File: config.mk
export PLATFORM = sky130hd
export DESIGN_NAME = button_event_filter
export DESIGN_NICKNAME = d
export VERILOG_FILES = /design/src/rtl/button_event_pkg.sv /design/src/rtl/debounce_filter.sv /design/src/rtl/button_event_filter.sv
export SDC_FILE = /design/constraint.sdc
export NUM_CORES = 1
export LEC_CHECK = 0
export ABC_AREA = 1
export CELL_PAD_IN_SITES_DETAIL_PLACEMENT = 2
export CELL_PAD_IN_SITES_GLOBAL_PLACEMENT = 2
export CORE_MARGIN = 3
export CORE_UTILIZATION = 30
export DETAILED_ROUTE_END_ITERATION = 8
export PLACE_DENSITY = 0.76
export SYNTH_ARGS = -nofsm -noshare
export SYNTH_HDL_FRONTEND = slang
export SYNTH_SLANG_ARGS = --single-unit
File: constraint.sdc
create_clock -name i_Clk -period 1.95 [get_ports i_Clk]
set_input_delay 0.585 -clock i_Clk [delete_from_list [all_inputs] [get_ports i_Clk]]
set_output_delay 0.585 -clock i_Clk [all_outputs]
set_load 0.005 [all_outputs]
File: src/rtl/button_event_pkg.sv
// Shared button IDs, combo FSM encoding and a small priority helper for the button event filter.
package button_event_pkg;

  localparam logic [1:0] BTN_ID_1 = 2'd0;
  localparam logic [1:0] BTN_ID_2 = 2'd1;
  localparam logic [1:0] BTN_ID_3 = 2'd2;
  localparam logic [1:0] BTN_ID_4 = 2'd3;

  localparam int unsigned NUM_BUTTONS = 4;

  typedef enum logic [1:0] {
    C_IDLE   = 2'd0,
    C_ACTIVE = 2'd1,
    C_DRAIN  = 2'd2
  } combo_state_e;

  // Index of the lowest set bit; BTN_ID_1 when the mask is empty.
  function automatic logic [1:0] lowest_idx(input logic [NUM_BUTTONS-1:0] mask);
    logic [1:0] idx;
    idx = BTN_ID_1;
    for (int i = NUM_BUTTONS - 1; i >= 0; i--) begin
      if (mask[i]) idx = 2'(i);
    end
    return idx;
  endfunction

endpackage

File: src/rtl/debounce_filter.sv
// One switch: 2-flop synchroniser, mismatch counter and debounced stable level.
module debounce_filter #(
  parameter int unsigned DEBOUNCE_LIMIT = 250000
) (
  input  logic clk,
  input  logic rst,
  input  logic raw,
  output logic level,
  output logic fall
);

  localparam int unsigned CntW = $clog2(DEBOUNCE_LIMIT);
  localparam logic [CntW-1:0] CntLast = CntW'(DEBOUNCE_LIMIT - 1);

  logic            sync_meta_q;
  logic            sync_q;
  logic            level_q, level_d;
  logic [CntW-1:0] cnt_q, cnt_d;
  logic            toggle;

  always_comb begin
    toggle  = 1'b0;
    cnt_d   = '0;
    level_d = level_q;
    if (sync_q != level_q) begin
      if (cnt_q == CntLast) begin
        toggle  = 1'b1;
        level_d = ~level_q;
      end else begin
        cnt_d = cnt_q + 1'b1;
      end
    end
  end

  always_ff @(posedge clk) begin
    if (rst) begin
      sync_meta_q <= 1'b0;
      sync_q      <= 1'b0;
      level_q     <= 1'b0;
      cnt_q       <= '0;
    end else begin
      sync_meta_q <= raw;
      sync_q      <= sync_meta_q;
      level_q     <= level_d;
      cnt_q       <= cnt_d;
    end
  end

  assign level = level_q;
  // Combinational so the pending mask captures the release on the same edge the level falls.
  assign fall  = toggle & level_q;

endmodule

File: src/rtl/button_event_filter.sv
// Four debounced switches, release-event queue (lowest index first) and optional
// Switch_1+Switch_2 combo detector enabled by defining BUTTON_COMBO_EN.
module button_event_filter
  import button_event_pkg::*;
#(
  parameter int unsigned DEBOUNCE_LIMIT = 250000
) (
  input  logic       i_Clk,
  input  logic       i_Rst,
  input  logic       i_Switch_1,
  input  logic       i_Switch_2,
  input  logic       i_Switch_3,
  input  logic       i_Switch_4,
  output logic [3:0] o_Switch_Level,
  output logic       o_Button_DV,
  output logic [1:0] o_Button_ID,
  output logic       o_Combo
);

  logic [NUM_BUTTONS-1:0] raw;
  logic [NUM_BUTTONS-1:0] level;
  logic [NUM_BUTTONS-1:0] fall;

  assign raw = {i_Switch_4, i_Switch_3, i_Switch_2, i_Switch_1};

  for (genvar g = 0; g < NUM_BUTTONS; g++) begin : g_db
    debounce_filter #(
      .DEBOUNCE_LIMIT (DEBOUNCE_LIMIT)
    ) u_debounce_filter (
      .clk   (i_Clk),
      .rst   (i_Rst),
      .raw   (raw[g]),
      .level (level[g]),
      .fall  (fall[g])
    );
  end

  logic [NUM_BUTTONS-1:0] keep_mask;
  logic [NUM_BUTTONS-1:0] clr_mask;

`ifdef BUTTON_COMBO_EN
  combo_state_e combo_state_q, combo_state_d;

  always_comb begin
    combo_state_d = combo_state_q;
    unique case (combo_state_q)
      C_IDLE:   if (level[0] && level[1])   combo_state_d = C_ACTIVE;
      C_ACTIVE: if (!level[0] || !level[1]) combo_state_d = C_DRAIN;
      C_DRAIN:  if (!level[0] && !level[1]) combo_state_d = C_IDLE;
      default:  combo_state_d = C_IDLE;
    endcase
  end

  always_ff @(posedge i_Clk) begin
    if (i_Rst) begin
      combo_state_q <= C_IDLE;
    end else begin
      combo_state_q <= combo_state_d;
    end
  end

  // Switch 1/2 releases belong to the combo gesture, so they are swallowed until both are up.
  always_comb begin
    keep_mask = (combo_state_q != C_IDLE) ? 4'b1100 : 4'b1111;
    clr_mask  = ((combo_state_q == C_IDLE) && (combo_state_d == C_ACTIVE)) ? 4'b0011 : 4'b0000;
  end

  assign o_Combo = (combo_state_q == C_ACTIVE);
`else
  assign keep_mask = 4'b1111;
  assign clr_mask  = 4'b0000;
  assign o_Combo   = 1'b0;
`endif

  logic [NUM_BUTTONS-1:0] pending_q, pending_d;
  logic [NUM_BUTTONS-1:0] avail;
  logic [NUM_BUTTONS-1:0] grant;
  logic [1:0]             grant_id;
  logic                   dv_q, dv_d;
  logic [1:0]             id_q, id_d;

  always_comb begin
    avail     = pending_q & ~clr_mask;
    grant_id  = lowest_idx(avail);
    grant     = '0;
    dv_d      = |avail;
    id_d      = BTN_ID_1;
    if (dv_d) begin
      grant[grant_id] = 1'b1;
      id_d            = grant_id;
    end
    // A fresh release on a bit being granted this cycle re-arms it rather than being lost.
    pending_d = (avail & ~grant) | (fall & keep_mask);
  end

  always_ff @(posedge i_Clk) begin
    if (i_Rst) begin
      pending_q <= '0;
      dv_q      <= 1'b0;
      id_q      <= BTN_ID_1;
    end else begin
      pending_q <= pending_d;
      dv_q      <= dv_d;
      id_q      <= id_d;
    end
  end

  assign o_Switch_Level = level;
  assign o_Button_DV    = dv_q;
  assign o_Button_ID    = id_q;

endmodule

==> out/metrics.cfg <==
[global_routing]
gr-total-overflow = 0
grt_pass1_vias = 4329
grt_usage_pct = 15.7
grt_antenna_before_repair = 0
grt_max_degree = 19
grt_pass1_wl_um = 20600

[logic_synthesis]
synthTopCellsByArea = dfxtp_1 42%, nand2_1 14%, nor2_1 13%, inv_1 6.3%, a21oi_1 4.0%
synth_area_per_cell_sq_um = 6.86
yosysUniqueCellTypes = 29
ys_seq_area_share_pct = 41.5
synthTopCellsByCount = 160 x nand2_1, 149 x nor2_1, 91 x dfxtp_1
synthCells = 640
synth_edf_count = 0
synth-seq-cells = 91
syn_nets = 650
synth_ff_type = dfxtp_1
synth_top_cell_by_area = dfxtp_1
synth_area_sq_um = 4390
yosysWarnings = 0
synth_most_common_cell = nand2_1
synth_top_area_share_pct = 41.5
async_flop_share_pct = 0

[place]
port_buffers = 12
pre_cts_ws_ps = -36.6
dp_hpwl_um = 8950
gp_congestion = 0.788

[setup_path]
startpoint = g_db[3].u_debounce_filter.level$_SDFFE_PP0P_
cp.depth = 1
critPathArrivalTime_ps = 1250
ff2ff_setup_slack_ps = 280
path_cells = clkdlybuf4s50_1
crit_fanout = 4
regToRegEndpoint = g_db[1].u_debounce_filter.cnt_q[12]$_SDFF_PP0_
slowest_delay_ps = 540
path_buf_inv = 1
start_kind = flop
cp-end-kind = output pin
crit_family = buffers and inverters
rr_startpoint = g_db[1].u_debounce_filter.cnt_q[0]$_SDFF_PP0_
slowest_stage = clkdlybuf4s50_1
setup.worst_path.class = reg -> out
required_ps = 1360
r2r_cells = 6

[drt]
drt_wl_total_um = 11800
num_vias = 3937
routedWlPerCell_um = 14.0
drt-initial-drc-count = 155
vias_per_cell = 4.68
ant_nets = 0
drtPass1Iterations = 4
route.detailed.drc = 0

[cts]
clock_sinks = 91
post_cts_buffers = 0
cts_buffers = 9
clock_latency_ps = 350
cts_root_buf = clkbuf_16
cts_tree = built
clk_pin_slew_ps = 60
cts_buffer_depth = 2
h-tree-depth = 3

[min_path]
min_from = g_db[2].u_debounce_filter.sync_meta_q$_SDFF_PP0_
min_path_type = reg -> reg
hold_depth = 2
hold_end = g_db[2].u_debounce_filter.sync_q$_SDFF_PP0_

[sta]
tns_ps = 0
fin_crit_ps = 1840
grt_setup_unrepaired = no
fmax_mhz = 544
min_period_over_period_pct = 94.2
finalSetupViolCount = 0
skew_ps = 8.80
hold_viol_final = 0
fin_ws_ps = 113
report.final.slew_viol_count = 0

[power_and_ir_drop]
irDropWorstVdd_uv = 376
clkPwrFrac_pct = 47.9
p_comb_share_pct = 1.6
switching_share_pct = 21.5
total_power_mw = 3.71
leakagePower_nw = 1.66
p_per_area_nw_per_um2 = 745
switchingPower_mw = 0.798
seqPwrFrac_pct = 50.5
intPower_mw = 2.91

[floorplanning]
row_count = 43
io_pins = 14
dieArea_sq_um = 16100
chipWidth_um = 127
die_h_um = 127
fp.coreArea_sq_um = 14100
initial_core_util_pct = 31.1

[run]
cap_violations = 0

[cells_and_area]
area_growth_pct = 13.4
nets = 667
layout-drive-gt1-share_pct = 6.20
num_antenna_cells = 0

[outcome]
status = completed

-- flip-flops by register name (all words and copies together) (netlist names) --
register                            flops
g_db.u_debounce_filter.sync_q           4
o_Button_ID                             2
g_db.u_debounce_filter.cnt_q           72
g_db.u_debounce_filter.sync_meta_q      4
o_Button_DV                             1
avail                                   4
g_db.u_debounce_filter.level            4
-- power by group through the flow --
| stage | sequential (mW) | clock, mW | combinational, mW |
|---|---|---|---|
| global placement | 1.92 | 0 | 0.0570 |
| finish | 1.87 | 1.78 | 0.0576 |
| global route | 1.87 | 1.92 | 0.0665 |
| floorplan | 1.91 | 0 | 0.0376 |
| detailed placement | 1.92 | 0 | 0.0592 |
| CTS | 1.87 | 1.85 | 0.0593 |
-- stage by stage --
step / instance area (sq um) / std cells / hold WS [ps] / util [%]
floorplan: 4390 / 640 / 388 / -
global route: 4980 / 841 / 432 / 35.3
global placement: 4680 / 826 / 395 / 33.2
detailed placement: 4680 / 826 / 400 / 33.2
finish: 4980 / 841 / 404 / 35.3
CTS: 4980 / 841 / 409 / 35.3
-- cells in the final DEF (no fill, tap or decap), drive strengths merged, types with 6 or more instances in the layout --
cell type / netlist / final
nand3b: 6 / 6
inv: 74 / 74
clkdlybuf4s50: 0 / 12
clkbuf: 0 / 10
xnor2: 13 / 13
a21oi: 35 / 35
nand2: 164 / 164
nand4: 12 / 12
xor2: 18 / 18
o21ai: 8 / 8
or2: 7 / 7
nand3: 33 / 33
nor2: 155 / 155
dfxtp: 91 / 91
-- routing by layer --
metal	GRT usage, %	part of all wire, %	vias up
met3	2.44	1.5	16
met4	6.25	2.1	0
met2	27.3	49	20
li1	-	-	2008
met1	19.3	47	1893
met5	0	0	-
-- worst max-delay path by stage --
stage / to / slack [ps]
2_1_floorplan: g_db[3].u_debounce_filter.cnt_q[10]$_SDFF_PP0_ / 500
3_3_place_gp: g_db[2].u_debounce_filter.cnt_q[16]$_SDFF_PP0_ / 10
3_5_place_dp: g_db[3].u_debounce_filter.cnt_q[10]$_SDFF_PP0_ / -40
4_1_cts: o_Switch_Level[2] / 30
6_report: o_Switch_Level[3] / 110
5_1_grt: o_Switch_Level[3] / 60
-- logic make-up after synthesis --
family	count (synthesis)	synth area share (%)
buf+inv	85	8.33
fa+ha+maj	4	1.14
xor+xnor	31	6.19
flops	91	41.5
compound gates	44	5.33
other cells	1	0.0855
simple gates	384	37.4
-- timing repair --
action / 4_1_cts / 5_1_grt
hold buffers: 0 / 0
setup endpoints to repair: 0 / 1
gates resized for setup: 0 / 1
-- cell type report --
type                       instances  area, sq um
clock inverter                     5         53.8
inverter                          74          278
fill                            1715         9120
timing repair buffer              17          158
multi-input combinational        464         2200
clock buffer                      10          239
tap                              180          225
sequential                        91         1820
-- tightest hold or removal path: stages, from the launching register on --
cell and delay [ps]:
dfxtp_1 300, inv_1 40, nor2_1 30
Power figures use the tool's default switching activity.
